--- src/rtl/pool_relu_quant_1st_if.sv ---
// Row handshake bundle for pool_relu_quant_1st: conv rows in, pooled rows out.
interface pool_relu_quant_1st_if #(
  parameter int unsigned NUM_IN = 20,
  parameter int unsigned IN_W   = 32,
  parameter int unsigned OUT_W  = 8
) ();
  logic                         conv_valid_i;
  logic                         conv_ready_o;
  logic [NUM_IN*IN_W-1:0]       conv_i;
  logic [IN_W-1:0]              bias_i;
  logic                         pool_valid_o;
  logic                         pool_ready_i;
  logic [NUM_IN/2*OUT_W-1:0]    pool_o;
  logic [15:0]                  pool_cnt_o;

  modport slave (
    input  conv_valid_i, conv_i, bias_i, pool_ready_i,
    output conv_ready_o, pool_valid_o, pool_o, pool_cnt_o
  );

  modport master (
    output conv_valid_i, conv_i, bias_i, pool_ready_i,
    input  conv_ready_o, pool_valid_o, pool_o, pool_cnt_o
  );
endinterface

--- src/rtl/pool_relu_quant_1st.sv ---
// Bias + ReLU + 7-bit requantize + 2x2 max-pool for first-layer conv rows.
// Even rows are parked in a buffer; odd rows merge with it into one pooled output row.
module pool_relu_quant_1st #(
  parameter int unsigned NUM_IN = 20,
  parameter int unsigned IN_W   = 32,
  parameter int unsigned OUT_W  = 8,
  parameter int unsigned SHIFT  = 8
) (
  input  logic                 clk,
  input  logic                 rst,
  input  logic                 flush,
  pool_relu_quant_1st_if.slave bus
);
  localparam int unsigned NUM_OUT = NUM_IN / 2;
  localparam logic signed [IN_W:0] QMAX = 127;

  typedef enum logic [0:0] {StEven, StOdd} state_e;

  state_e                          state_q, state_d;
  logic [NUM_OUT-1:0][OUT_W-1:0]   buf_q, buf_d;
  logic [NUM_OUT-1:0][OUT_W-1:0]   pool_q, pool_d;
  logic [NUM_OUT-1:0][OUT_W-1:0]   h;
  logic [NUM_IN-1:0][OUT_W-1:0]    q;
  logic                            valid_q, valid_d;
  logic [15:0]                     cnt_q, cnt_d;
  logic                            ready;
  logic                            accept;

  // Sum is one bit wider than the operands, so bias never wraps the conv sum.
  function automatic logic [OUT_W-1:0] quant(input logic [IN_W-1:0] c,
                                             input logic [IN_W-1:0] b);
    logic signed [IN_W:0] s;
    logic signed [IN_W:0] r;
    logic [OUT_W-1:0]     res;
    s   = $signed({c[IN_W-1], c}) + $signed({b[IN_W-1], b});
    r   = s >>> SHIFT;
    res = '0;
    if (s[IN_W]) begin
      res = '0;
    end else if (r > QMAX) begin
      res[6:0] = 7'h7f;
    end else begin
      res[6:0] = r[6:0];
    end
    return res;
  endfunction

  function automatic logic [OUT_W-1:0] max2(input logic [OUT_W-1:0] a,
                                            input logic [OUT_W-1:0] b);
    return (a > b) ? a : b;
  endfunction

  always_comb begin
    for (int k = 0; k < NUM_IN; k++) begin
      q[k] = quant(bus.conv_i[k*IN_W +: IN_W], bus.bias_i);
    end
    for (int j = 0; j < NUM_OUT; j++) begin
      h[j] = max2(q[2*j], q[2*j+1]);
    end
  end

  // Even rows never touch the output register, so they are accepted even under stall.
  assign ready  = ~flush & ((state_q == StEven) | ~valid_q | bus.pool_ready_i);
  assign accept = bus.conv_valid_i & ready;

  always_comb begin
    state_d = state_q;
    buf_d   = buf_q;
    pool_d  = pool_q;
    valid_d = valid_q;
    cnt_d   = cnt_q;
    if (flush) begin
      state_d = StEven;
      buf_d   = '0;
      valid_d = 1'b0;
    end else begin
      if (valid_q && bus.pool_ready_i) begin
        cnt_d   = cnt_q + 16'd1;
        valid_d = 1'b0;
      end
      if (accept) begin
        unique case (state_q)
          StEven: begin
            buf_d   = h;
            state_d = StOdd;
          end
          StOdd: begin
            for (int j = 0; j < NUM_OUT; j++) begin
              pool_d[j] = max2(buf_q[j], h[j]);
            end
            valid_d = 1'b1;
            state_d = StEven;
          end
          default: state_d = StEven;
        endcase
      end
    end
  end

  always_ff @(posedge clk) begin
    if (rst) begin
      state_q <= StEven;
      buf_q   <= '0;
      pool_q  <= '0;
      valid_q <= 1'b0;
      cnt_q   <= '0;
    end else begin
      state_q <= state_d;
      buf_q   <= buf_d;
      pool_q  <= pool_d;
      valid_q <= valid_d;
      cnt_q   <= cnt_d;
    end
  end

  assign bus.conv_ready_o = ready;
  assign bus.pool_valid_o = valid_q;
  assign bus.pool_o       = pool_q;
  assign bus.pool_cnt_o   = cnt_q;
endmodule

--- src/flat_wrapper.sv ---
// flat-port wrapper written by rule: the top's interface ports become plain ports
module pool_relu_quant_1st_flat 
#(
  parameter int unsigned NUM_IN = 20,
  parameter int unsigned IN_W   = 32,
  parameter int unsigned OUT_W  = 8,
  parameter int unsigned SHIFT  = 8
)
  (clk, rst, flush, bus_conv_valid_i, bus_conv_i, bus_bias_i, bus_pool_ready_i, bus_conv_ready_o, bus_pool_valid_o, bus_pool_o, bus_pool_cnt_o);
  pool_relu_quant_1st_if #(.NUM_IN(NUM_IN), .IN_W(IN_W), .OUT_W(OUT_W)) bus_i ();
  input  logic clk;
  input  logic rst;
  input  logic flush;
  input wire logic [$bits(bus_i.conv_valid_i)-1:0] bus_conv_valid_i;
  input wire logic [$bits(bus_i.conv_i)-1:0] bus_conv_i;
  input wire logic [$bits(bus_i.bias_i)-1:0] bus_bias_i;
  input wire logic [$bits(bus_i.pool_ready_i)-1:0] bus_pool_ready_i;
  output wire logic [$bits(bus_i.conv_ready_o)-1:0] bus_conv_ready_o;
  output wire logic [$bits(bus_i.pool_valid_o)-1:0] bus_pool_valid_o;
  output wire logic [$bits(bus_i.pool_o)-1:0] bus_pool_o;
  output wire logic [$bits(bus_i.pool_cnt_o)-1:0] bus_pool_cnt_o;
  assign bus_i.conv_valid_i = bus_conv_valid_i;
  assign bus_i.conv_i = bus_conv_i;
  assign bus_i.bias_i = bus_bias_i;
  assign bus_i.pool_ready_i = bus_pool_ready_i;
  assign bus_conv_ready_o = bus_i.conv_ready_o;
  assign bus_pool_valid_o = bus_i.pool_valid_o;
  assign bus_pool_o = bus_i.pool_o;
  assign bus_pool_cnt_o = bus_i.pool_cnt_o;
  pool_relu_quant_1st #(.NUM_IN(NUM_IN), .IN_W(IN_W), .OUT_W(OUT_W), .SHIFT(SHIFT)) u_core (.clk(clk), .rst(rst), .flush(flush), .bus(bus_i));
endmodule
--- config.mk ---
export PLATFORM = sky130hd
export DESIGN_NAME = pool_relu_quant_1st_flat
export DESIGN_NICKNAME = d
export VERILOG_FILES = /design/src/rtl/pool_relu_quant_1st_if.sv /design/src/rtl/pool_relu_quant_1st.sv /design/src/flat_wrapper.sv
export SDC_FILE = /design/constraint.sdc
export NUM_CORES = 2
export LEC_CHECK = 0
export BUFFER_PORTS_ARGS = -buffer_cell sky130_fd_sc_hd__buf_2
export CAP_MARGIN = 20
export CORE_AREA = 2 2 298 300
export DETAILED_ROUTE_END_ITERATION = 8
export DIE_AREA = 0 0 300 302
export PLACE_DENSITY = 0.76
export SYNTH_ARGS = -nofsm -noshare
export SYNTH_HDL_FRONTEND = slang
export SYNTH_SLANG_ARGS = --single-unit
--- constraint.sdc ---
create_clock -name clk -period 11.7 [get_ports clk]
set_input_delay 2.34 -clock clk [delete_from_list [all_inputs] [get_ports clk]]
set_output_delay 2.34 -clock clk [all_outputs]
set_load 0.05 [all_outputs]
==> flow_metrics.py <==
metrics = {
    "global_route": {
        "grt_pass1_wl_um": 313800,
        "busiest_layer": "met2",
        "grtUsageMet2": 0.6888,
        "antenna_found_initial": 38,
        "gr-total-overflow": 0,
        "use_met1": 0.5289,
        "grtUsageMet3": 0.1232,
        "grt_pass1_vias": 52400,
        "grt_util_all_layers": 0.4478,
        "grt_max_degree": 103,
    },
    "clock_network": {
        "ctsHoldBuffers": 0,
        "ctsResizeCount": 0,
        "clock-sinks": 158,
        "clkTransAtPathRegs_ps": 70,
        "cts_setup_buffers": 0,
        "root_buffer": "clkbuf_16",
        "htreeDepth": 4,
        "clkLatencyLatePin_ps": 470,
        "numCtsBuffers": 17,
        "cts_buffer_depth": 2,
        "cts_tree": "yes",
    },
    "critical_path": {
        "cp.arrival_ps": 11220,
        "slowest_stage": "buf_2",
        "crit_type": "in2reg",
        "cp-start-kind": "input port",
        "crit_buf_inv": 1,
        "cpMostUsedCell": "o21ai_0",
        "crit_family": "compound AO/OA/AOI/OAI gates",
        "end_kind": "flop",
        "cp.required_ps": 12100,
        "cp_max_fo": 18,
        "cpPeakStageDelay_ps": 750,
    },
    "timing": {
        "relSlewSlack": 0.1856,
        "fmax_ghz": 0.09237,
        "setup_slack_ps": 873.6,
        "rsz0062_at_grt": "false",
        "worst_pin_slew_ps": 1222,
        "setup_viol": 0,
        "finalCriticalPeriod_ps": 10830,
        "final_max_slew_viol_count": 0,
        "finalCritPeriodShare": 0.9253,
        "clock_skew_ps": 18.08,
        "hold_viol": 0,
        "tns_ps": 0,
    },
    "run": {
        "drv_cap": 0,
    },
    "detailed_routing": {
        "route.vias.total": 57460,
        "wl_per_cell_um": 25.24,
        "via_per_inst": 6.746,
        "drt_iter0_markers": 5999,
        "drc": 0,
        "routed_wl_um": 215000,
        "drtAntennaViolNets": 0,
        "drt-pass1-iter-count": 6,
    },
    "logic_synthesis": {
        "ys_warn_count": 0,
        "ys_top_cells_by_area": "ha_1 (21%), a21oi_1 (8.2%), dfxtp_1 (6.9%)",
        "syn-instance-count": 6690,
        "syn_area_per_cell_um2": 6.888,
        "ys_types": 91,
        "synth-edff-count": 0,
        "syn_area_um2": 46080,
        "post-synth-top-count-cell": "ha_1",
        "synth-seq-cells": 158,
        "synth_area_leader_cell": "ha_1",
        "synthFlopType": "dfxtp_1",
        "yosysSeqAreaShare": 0.06864,
        "yosys.area.top_type_share": 0.2066,
        "synthTopCellsByCount": "ha_1 (761), a21oi_1 (758), o21ai_0 (623), nand2_1 (600), nor2_1 (501)",
        "synth-async-reset-ratio": 0,
    },
    "finish": {
        "fin_area_um2": 51790,
        "syn_to_final_growth_pct": 12.39,
        "drive_gt1_frac": 0.1358,
        "fin_nets": 8743,
        "instances_no_fill": 8517,
    },
    "floorplanning": {
        "rows": 109,
        "die_y_um": 302,
        "fp.dieArea_um2": 90600,
        "dieWidth_um": 300,
        "io_pins": 775,
        "core_area_um2": 87560,
        "start_util": 0.5263,
    },
    "placement": {
        "dp_cells": 8450,
        "pre_cts_slack_ps": 607.9,
        "gp_congestion": 1.061,
        "io_buffer_count": 764,
        "placed_area_um2": 51120,
        "place_hpwl_um": 175700,
    },
    "pwr": {
        "ir_worst_vdd_v": 0.0001194,
        "p_leak_nw": 23.36,
        "powerDensity_nw_per_um2": 83.64,
        "finalPower_w": 0.004332,
    },
    "run_status": {
        "status": "finished clean",
    },
    "hold_path": {
        "hp-class": "reg2reg",
    },
}
registers in the layout, summed over array words and instances (netlist names):
name and flops:
u_core.bus.pool_cnt_o 16, u_core.state_q 1, u_core.buf_q 70, u_core.bus.pool_valid_o 1, u_core.bus.pool_o 70
cells in the final DEF (no fill, tap or decap), drive strengths merged, types with 189 or more instances in the layout:
| master | count |
|---|---|
| nor2 | 501 |
| a21oi | 758 |
| nand3 | 191 |
| inv | 234 |
| nand2 | 600 |
| a21o | 236 |
| o21ai | 630 |
| nand4 | 189 |
| ha | 761 |
| buf | 856 |
stage by stage:
step | hold WS (ps) | util
after global routing | 469.4 | 0.5910
final | 450.3 | 0.5915
after CTS | 453.6 | 0.5904
after global placement | 428.6 | 0.5838
after detailed placement | 436.7 | 0.5838
after floorplan | 458.4 | -
per-layer routing:
layer | up-vias | share of wire
li1 | 26990 | -
met1 | 26510 | 0.38
met2 | 3120 | 0.42
met3 | 822 | 0.11
met4 | 22 | 0.093
met5 | - | 0.00061
logic make-up after synthesis:
family / after synthesis / synth area share
xor gates and xnor gates: 272 / 0.05170
buffers and inverters: 495 / 0.04132
DFF: 158 / 0.06864
AOI/OAI and AO/OA: 2664 / 0.3692
other: 1 / 0.00008138
and+or+nand+nor: 2263 / 0.2455
muxes: 76 / 0.01692
adders and majority gates: 761 / 0.2066
area by class of cell:
cell class                 instances  area (um^2)
antenna                           34        85.08
clock buffer                      18        429.2
clock inverter                    14        143.9
fill                            8617        35770
inverter                         225        844.6
multi-input combinational       6046        41090
sequential                       158         3163
tap                             1165         1458
timing repair buffer             857         4577
final timing paths:
kind	startpoint	to	slack, ps	cells past startpoint
worst max-delay path	bus_bias_i[2]	u_core.bus.pool_o[49]$_SDFFE_PP0P_	870	32
worst min-delay path	u_core.bus.pool_o[34]$_SDFFE_PP0P_	u_core.bus.pool_o[34]$_SDFFE_PP0P_	450	1
worst max register to register	u_core.bus.pool_valid_o$_SDFF_PP0_	u_core.bus.pool_o[25]$_SDFFE_PP0P_	8180	5
worst min register to register	u_core.bus.pool_o[34]$_SDFFE_PP0P_	u_core.bus.pool_o[34]$_SDFFE_PP0P_	450	1
report_power, final:
part / switching (W) / internal, W / total, W
clock network: 0.000278 / 0.000301 / 0.000578
logic: 0.00198 / 0.00121 / 0.00319
registers: 0.0000122 / 0.000552 / 0.000564
(Power assumes the default switching activity.)
